===== config.mk =====
export PLATFORM = sky130hd
export DESIGN_NAME = branch_update_scheduler_flat
export DESIGN_NICKNAME = d
export VERILOG_FILES = /design/src/rtl/branch_update_scheduler_if.sv /design/src/rtl/branch_update_scheduler.sv /design/src/flat_wrapper.sv
export SDC_FILE = /design/constraint.sdc
export NUM_CORES = 1
export LEC_CHECK = 0
export BUFFER_PORTS_ARGS = -buffer_cell sky130_fd_sc_hd__buf_2
export CAP_MARGIN = 0
export CORE_MARGIN = 5
export CORE_UTILIZATION = 47
export CTS_CLUSTER_DIAMETER = 80
export DETAILED_ROUTE_END_ITERATION = 8
export GPL_ROUTABILITY_DRIVEN = 0
export GPL_TIMING_DRIVEN = 0
export PLACE_DENSITY_LB_ADDON = 0.12
export SLEW_MARGIN = 10
export SYNTH_ARGS = -nofsm -noshare
export SYNTH_HDL_FRONTEND = slang
export SYNTH_SLANG_ARGS = --single-unit

===== constraint.sdc =====
create_clock -name clk -period 2.3 [get_ports clk]
set_input_delay 0 -clock clk [delete_from_list [all_inputs] [get_ports clk]]
set_output_delay 0 -clock clk [all_outputs]
set_load 0.02 [all_outputs]

===== src/rtl/branch_update_scheduler_if.sv =====
// ----------------------------------------------------------------------------
// branch_update_scheduler_if
//
// Purpose: bundles every handshake and data signal between the branch update
// scheduler and its neighbours (fetch, the global-history predictor, execute)
// into one interface.
//
// Parameters:
//   PTR_W   log2 of the outstanding-prediction queue depth; count is PTR_W+1 wide
//
// Signals (direction as seen by the scheduler):
//   req_valid       in   fetch requests a prediction
//   req_ready       out  scheduler can accept a request this cycle
//   predict_valid   out  lookup strobe to the predictor
//   predict_result  in   predictor registered output, valid one cycle later
//   pred_out_valid  out  prediction returned to fetch
//   pred_out_taken  out  returned prediction (1 = taken)
//   resolve_valid   in   execute resolves the oldest outstanding branch
//   resolve_taken   in   actual branch outcome
//   flush           in   discard all outstanding predictions
//   renew_valid     out  registered update strobe to the predictor
//   last_predict    out  queued prediction of the resolved branch
//   renew_result    out  actual outcome of the resolved branch
//   mispredict      out  outcome differed from the queued prediction
//   count           out  number of outstanding predictions
//   underflow_err   out  sticky: resolve seen with an empty queue
//
// Modports:
//   master  the environment side (fetch + predictor + execute)
//   slave   the scheduler itself
// ----------------------------------------------------------------------------
interface branch_update_scheduler_if #(
    parameter int PTR_W = 2
);
    logic             req_valid;
    logic             req_ready;
    logic             predict_valid;
    logic             predict_result;
    logic             pred_out_valid;
    logic             pred_out_taken;
    logic             resolve_valid;
    logic             resolve_taken;
    logic             flush;
    logic             renew_valid;
    logic             last_predict;
    logic             renew_result;
    logic             mispredict;
    logic [PTR_W:0]   count;
    logic             underflow_err;

    modport master (
        output req_valid,
        output predict_result,
        output resolve_valid,
        output resolve_taken,
        output flush,
        input  req_ready,
        input  predict_valid,
        input  pred_out_valid,
        input  pred_out_taken,
        input  renew_valid,
        input  last_predict,
        input  renew_result,
        input  mispredict,
        input  count,
        input  underflow_err
    );

    modport slave (
        input  req_valid,
        input  predict_result,
        input  resolve_valid,
        input  resolve_taken,
        input  flush,
        output req_ready,
        output predict_valid,
        output pred_out_valid,
        output pred_out_taken,
        output renew_valid,
        output last_predict,
        output renew_result,
        output mispredict,
        output count,
        output underflow_err
    );
endinterface


===== src/rtl/branch_update_scheduler.sv =====
// ----------------------------------------------------------------------------
// branch_update_scheduler
//
// Purpose: sequences the global-history branch predictor between fetch and
// execute. A fetch request is granted as a one-cycle predictor lookup; the
// predictor's registered answer is returned to fetch and queued in order.
// When execute resolves the oldest branch, the queued prediction is popped
// and a registered renew update (prediction, outcome, mispredict flag) is
// sent back to the predictor on the following cycle. A flush discards every
// outstanding entry and aborts a lookup in progress.
//
// Parameters:
//   DEPTH   outstanding-prediction queue entries (power of 2, >= 2)
//   PTR_W   log2(DEPTH)
//
// Ports:
//   clk     single clock, rising edge
//   rst     asynchronous, active-high reset
//   bus     branch_update_scheduler_if.slave (see the interface file)
//
// Build option:
//   BRANCH_AUTO_FLUSH_EN  when defined, a mispredicting resolve also empties
//                         the remaining queue and aborts an in-progress
//                         lookup on the same edge, exactly as a flush does.
//                         Undefined (default): a mispredict only pulses the
//                         mispredict output.
// ----------------------------------------------------------------------------
module branch_update_scheduler #(
    parameter int DEPTH = 4,
    parameter int PTR_W = 2
) (
    input  logic                        clk,
    input  logic                        rst,
    branch_update_scheduler_if.slave    bus
);

    // Two-state lookup sequencer: a granted request occupies the next cycle
    // while the predictor's registered result comes back.
    localparam logic [0:0] IDLE   = 1'b0;
    localparam logic [0:0] LOOKUP = 1'b1;

    localparam logic [PTR_W:0]   FULL    = (PTR_W + 1)'(DEPTH);
    localparam logic [PTR_W:0]   CNT_ONE = (PTR_W + 1)'(1);
    localparam logic [PTR_W-1:0] PTR_ONE = PTR_W'(1);

    logic [0:0]       state;
    logic [PTR_W-1:0] wr_ptr;
    logic [PTR_W-1:0] rd_ptr;
    logic [PTR_W-1:0] rd_ptr_nxt;
    logic [PTR_W:0]   count_q;
    logic [PTR_W:0]   count_nxt;
    logic [DEPTH-1:0] mem;

    logic head;
    logic accept;
    logic push;
    logic pop;
    logic mis_now;
    logic kill;

    logic renew_q;
    logic last_q;
    logic result_q;
    logic mis_q;
    logic uf_q;

    // ------------------------------------------------------------------
    // Combinational decode
    // ------------------------------------------------------------------
    assign head    = mem[rd_ptr];
    assign accept  = bus.req_valid && bus.req_ready;
    // A resolve only pops when an entry existed at the start of the cycle;
    // a same-cycle push does not make an empty queue poppable.
    assign pop     = bus.resolve_valid && (count_q != '0);
    assign mis_now = head != bus.resolve_taken;

`ifdef BRANCH_AUTO_FLUSH_EN
    // A mispredicting resolve empties the queue and aborts any lookup.
    assign kill = pop && mis_now;
`else
    assign kill = 1'b0;
`endif

    // The lookup completes (and is queued) unless this edge discards it.
    assign push = (state == LOOKUP) && !bus.flush && !kill;

    assign bus.req_ready      = (state == IDLE) && (count_q < FULL) && !bus.flush;
    assign bus.predict_valid  = accept;
    assign bus.pred_out_valid = push;
    assign bus.pred_out_taken = push && bus.predict_result;

    assign bus.renew_valid    = renew_q;
    assign bus.last_predict   = last_q;
    assign bus.renew_result   = result_q;
    assign bus.mispredict     = mis_q;
    assign bus.count          = count_q;
    assign bus.underflow_err  = uf_q;

    // Queue occupancy and read pointer. A flush (or auto-flush) wins over
    // the pop: the pop's renew is still issued, but the queue ends empty
    // with the read pointer caught up to the write pointer.
    always_comb begin
        // NOTE: every combinational output gets a default first so that no
        // path leaves it unassigned, which would otherwise infer a latch.
        count_nxt  = count_q;
        rd_ptr_nxt = rd_ptr;
        if (bus.flush || kill) begin
            count_nxt  = '0;
            rd_ptr_nxt = wr_ptr;
        end else begin
            if (pop) begin
                rd_ptr_nxt = rd_ptr + PTR_ONE;
            end
            unique case ({push, pop})
                2'b10:   count_nxt = count_q + CNT_ONE;
                2'b01:   count_nxt = count_q - CNT_ONE;
                default: count_nxt = count_q;
            endcase
        end
    end

    // ------------------------------------------------------------------
    // Control state, pointers and registered renew outputs
    // ------------------------------------------------------------------
    // NOTE: all sequential state uses non-blocking assignments so every
    // register samples pre-edge values regardless of statement order.
    always_ff @(posedge clk or posedge rst) begin
        if (rst) begin
            state    <= IDLE;
            wr_ptr   <= '0;
            rd_ptr   <= '0;
            count_q  <= '0;
            renew_q  <= 1'b0;
            last_q   <= 1'b0;
            result_q <= 1'b0;
            mis_q    <= 1'b0;
            uf_q     <= 1'b0;
        end else begin
            // LOOKUP always returns to IDLE; a grant is only possible in IDLE.
            state   <= accept ? LOOKUP : IDLE;
            wr_ptr  <= push ? (wr_ptr + PTR_ONE) : wr_ptr;
            rd_ptr  <= rd_ptr_nxt;
            count_q <= count_nxt;

            // Renew fields are zero outside the pulse so the outputs stay
            // quiet between updates.
            renew_q  <= pop;
            last_q   <= pop && head;
            result_q <= pop && bus.resolve_taken;
            mis_q    <= pop && mis_now;

            if (bus.resolve_valid && (count_q == '0)) begin
                uf_q <= 1'b1;
            end
        end
    end

    // ------------------------------------------------------------------
    // Prediction storage
    // ------------------------------------------------------------------
    // NOTE: the storage array is not reset; an entry is only ever read after
    // it has been written, and count/pointers alone define validity.
    always_ff @(posedge clk) begin
        if (push) begin
            mem[wr_ptr] <= bus.predict_result;
        end
    end

endmodule


===== src/flat_wrapper.sv =====
// flat-port wrapper written by rule: the top's interface ports become plain ports
module branch_update_scheduler_flat 
#(
    parameter int DEPTH = 4,
    parameter int PTR_W = 2
)
  (clk, rst, bus_req_valid, bus_predict_result, bus_resolve_valid, bus_resolve_taken, bus_flush, bus_req_ready, bus_predict_valid, bus_pred_out_valid, bus_pred_out_taken, bus_renew_valid, bus_last_predict, bus_renew_result, bus_mispredict, bus_count, bus_underflow_err);
  branch_update_scheduler_if #(.PTR_W(PTR_W)) bus_i ();
  input  logic clk;
  input  logic rst;
  input wire logic [$bits(bus_i.req_valid)-1:0] bus_req_valid;
  input wire logic [$bits(bus_i.predict_result)-1:0] bus_predict_result;
  input wire logic [$bits(bus_i.resolve_valid)-1:0] bus_resolve_valid;
  input wire logic [$bits(bus_i.resolve_taken)-1:0] bus_resolve_taken;
  input wire logic [$bits(bus_i.flush)-1:0] bus_flush;
  output wire logic [$bits(bus_i.req_ready)-1:0] bus_req_ready;
  output wire logic [$bits(bus_i.predict_valid)-1:0] bus_predict_valid;
  output wire logic [$bits(bus_i.pred_out_valid)-1:0] bus_pred_out_valid;
  output wire logic [$bits(bus_i.pred_out_taken)-1:0] bus_pred_out_taken;
  output wire logic [$bits(bus_i.renew_valid)-1:0] bus_renew_valid;
  output wire logic [$bits(bus_i.last_predict)-1:0] bus_last_predict;
  output wire logic [$bits(bus_i.renew_result)-1:0] bus_renew_result;
  output wire logic [$bits(bus_i.mispredict)-1:0] bus_mispredict;
  output wire logic [$bits(bus_i.count)-1:0] bus_count;
  output wire logic [$bits(bus_i.underflow_err)-1:0] bus_underflow_err;
  assign bus_i.req_valid = bus_req_valid;
  assign bus_i.predict_result = bus_predict_result;
  assign bus_i.resolve_valid = bus_resolve_valid;
  assign bus_i.resolve_taken = bus_resolve_taken;
  assign bus_i.flush = bus_flush;
  assign bus_req_ready = bus_i.req_ready;
  assign bus_predict_valid = bus_i.predict_valid;
  assign bus_pred_out_valid = bus_i.pred_out_valid;
  assign bus_pred_out_taken = bus_i.pred_out_taken;
  assign bus_renew_valid = bus_i.renew_valid;
  assign bus_last_predict = bus_i.last_predict;
  assign bus_renew_result = bus_i.renew_result;
  assign bus_mispredict = bus_i.mispredict;
  assign bus_count = bus_i.count;
  assign bus_underflow_err = bus_i.underflow_err;
  branch_update_scheduler #(.DEPTH(DEPTH), .PTR_W(PTR_W)) u_core (.clk(clk), .rst(rst), .bus(bus_i));
endmodule

==> impl_metrics.env <==
export IMPL_ys_seq_elements=17
export IMPL_drtIter0Drc=5
export IMPL_crit_path_end_kind="register"
export IMPL_vias_per_cell=4.88
export IMPL_insertedDiodeCount=0
export IMPL_grt_setup_unrepaired="no"
export IMPL_p_per_area_nw_per_um2=1010
export IMPL_dieArea_um2=2840
export IMPL_gr_total_overflow=0
export IMPL_cts_made_buffers=3
export IMPL_slowest_stage="dfrtp_1"
export IMPL_grt_util_met1=0.158
export IMPL_slew_violations=0
export IMPL_path_buf_inv=0
export IMPL_worstPathCellList="o31ai_4, nor2_1, fa_1, nand2b_1, mux4_2, and3b_1"
export IMPL_synth_edf_count=4
export IMPL_avgSynthCellArea_um2=11.7
export IMPL_cts_root_buffer="clkbuf_4"
export IMPL_grt_max_degree=14
export IMPL_synth_fa_ha_area_frac=0.0797
export IMPL_clock_path_buffers=2
export IMPL_busiest_layer="met2"
export IMPL_drv_cap=0
export IMPL_antenna_left=0
export IMPL_finalSetupViolations=0
export IMPL_synth_compound_area_frac=0.0982
export IMPL_cp_max_fo=8
export IMPL_grt_pass1_wl_um=2530
export IMPL_hpwl_um=1090
export IMPL_cp_required_ps=2490
export IMPL_final_common_cell="buf_2"
export IMPL_track_usage=0.129
export IMPL_finalNonFillerCells=128
export IMPL_synthXorXnorAreaFrac=0.0597
export IMPL_die_w_um=53.3
export IMPL_fill_cells=152
export IMPL_grt_util_met2=0.198
export IMPL_cp_arrival_ps=2380
export IMPL_ios=19
export IMPL_wirelength_um=1560
export IMPL_cpLargestDelayFamily="flip-flops"
export IMPL_cts_tree="built"
export IMPL_p_comb_frac=0.422
export IMPL_peakVddDrop_uv=661
export IMPL_worst_pin_slew_ps=489
export IMPL_synth_simple_area_share=0.156
export IMPL_status="finished, final reports clean"
export IMPL_regArea_um2=448
export IMPL_ys_seq_area_frac=0.506
export IMPL_dp_cells=117
export IMPL_first_global_vias=614
export IMPL_period_needed_ps=2190
export IMPL_hold_viol_final=0
export IMPL_syn_num_nets=87
export IMPL_pwr_share_seq=0.432
export IMPL_worst_path_stages=6
export IMPL_slew_headroom=0.674
export IMPL_synth_top_family_by_area="simple AND/OR/NAND/NOR gates"
export IMPL_clock_sinks=17
export IMPL_wire_per_inst_um=12.2
export IMPL_hp_class="input pin to register"
export IMPL_fmax_mhz=457
export IMPL_start_kind="register"
export IMPL_internal_power_mw=0.681
export IMPL_finalPower_mw=1.10
export IMPL_power_switching_share=0.381
export IMPL_antenna_found_initial=0
export IMPL_yosysWarnings=0
export IMPL_synthMuxAreaShare=0.0512
export IMPL_multiInputGateArea_um2=392
export IMPL_num_vias=624
export IMPL_synth_main_ff_cell="dfrtp_1"
export IMPL_nets=116
export IMPL_period_share=0.952
export IMPL_yosys_cell_types_count=28
export IMPL_max_stage_delay_ps=510
export IMPL_drive_gt1_frac=0.301
export IMPL_p_clk_frac=0.147
export IMPL_insertion_delay_ps=290
export IMPL_whs_ps=31.7
export IMPL_synth_cells=75
export IMPL_areaGrowthSynthToFinish_pct=24.0
export IMPL_leakage_nw=0.505
export IMPL_final_cell_mix="buf_2, dfrtp_1, and2_1, inv_1, nand2_1"
export IMPL_fin_worst_skew_ps=6.97
export IMPL_met3_usage=0.0282
export IMPL_start_util=0.504
export IMPL_reg2reg_depth=6
export IMPL_netlist_area_um2=880
export IMPL_rows=15
export IMPL_io_buffers=17
export IMPL_p_sw_mw=0.419
export IMPL_critical_path_class="register to register"
export IMPL_drc=0
export IMPL_cts_clk_slew_worst_paths_ps=100
export IMPL_first_pass_iters=4
export IMPL_min_path_cells=2
export IMPL_fp_dieH_um=53.3
export IMPL_synthArstFlopShare=0.765
export IMPL_htreeDepth=1
export IMPL_core_area_um2=1750
-- layout make-up --
type                            instances  area share
Multi-Input combinational cell         49       0.359
Inverter                                5      0.0172
Clock buffer                            4      0.0241
Timing Repair Buffer                   25       0.142
Tap cell                               25      0.0287
Buffer                                  3      0.0183
Sequential cell                        17       0.411
-- kinds of logic after synthesis --
logic type,count (synthesis)
multiplexers,2
AND/OR/NAND/NOR,25
buffers and inverters,9
AO/OA/AOI/OAI,11
flip-flops,17
XOR/XNOR,6
adder cells (fa/ha/maj),5
-- cell usage after synthesis (3+ instances only) --
| master | instances | share of area |
|---|---|---|
| dfrtp_1 | 13 | 0.37 |
| and2_1 | 8 | 0.057 |
| inv_1 | 5 | 0.021 |
| nand2_1 | 5 | 0.021 |
| edfxtp_1 | 4 | 0.14 |
| ha_1 | 4 | 0.057 |
| nor2_1 | 4 | 0.017 |
| xnor2_1 | 4 | 0.040 |
| o21ai_0 | 3 | 0.017 |
-- worst reg2reg max path: cells and delay by family, from the launching register on --
family / cells / cell delay [ps]
AND/OR/NAND/NOR: 3 / 430
multiplexers: 1 / 440
adder cells (fa/ha/maj): 1 / 420
AO/OA/AOI/OAI: 1 / 290
flip-flops: 1 / 510
-- worst paths after layout --
path                                          start  slack [ps]                       end
hold reg to reg            u_core.bus.underflow_err         460  u_core.bus.underflow_err
min in group asynchronous                       rst         250    u_core.bus.renew_valid
max in group asynchronous                       rst        1690              u_core.state
hold / removal                    bus_resolve_valid          30  u_core.bus.underflow_err
setup / recovery                u_core.bus.count[1]         110       u_core.bus.count[2]
setup reg to reg                u_core.bus.count[1]         110       u_core.bus.count[2]
-- timing repair --
item / CTS / global route
buffers inserted: 1 / 3
endpoints found under the hold margin: 20 / 0
hold buffers: 4 / 0
resized for setup: 0 / 1
endpoints found under the setup margin: 1 / 1
pin swaps: 1 / 0
-- metal layers --
layer | wire length [um] | vias to the layer above
met1 | 716 | 291
li1 | - | 308
met5 | 0 | -
met3 | 89 | 5
met2 | 714 | 20
met4 | 42 | 0
-- power groups by stage --
stage          combinational, mW  clock, mW  sequential, mW
3_5_place_dp               0.448          0           0.478
5_1_grt                    0.519      0.180           0.490
3_3_place_gp               0.438          0           0.476
4_1_cts                    0.460      0.167           0.477
6_report                   0.464      0.161           0.475
2_1_floorplan              0.301          0           0.511
-- registers in the layout (all words and copies together), names as in the netlist --
register,flops
u_core.bus.count,3
u_core.bus.last_predict,1
u_core.bus.underflow_err,1
u_core.mem,4
u_core.rd_ptr,2
u_core.wr_ptr,2
u_core.bus.renew_valid,1
u_core.state,1
u_core.bus.renew_result,1
u_core.bus.mispredict,1
-- stage by stage --
stage / util / area, um2 / setup slack, ps / setup TNS [ps]
floorplan: - / 881 / 4.38 / 0
global placement: 0.571 / 997 / -56.1 / -56.1
detailed placement: 0.571 / 997 / -74.6 / -74.6
CTS: 0.611 / 1070 / 58.0 / 0
global route: 0.625 / 1090 / 8.01 / 0
finish: 0.625 / 1090 / 110 / 0
Note: power is estimated with default switching activity, not from simulation.
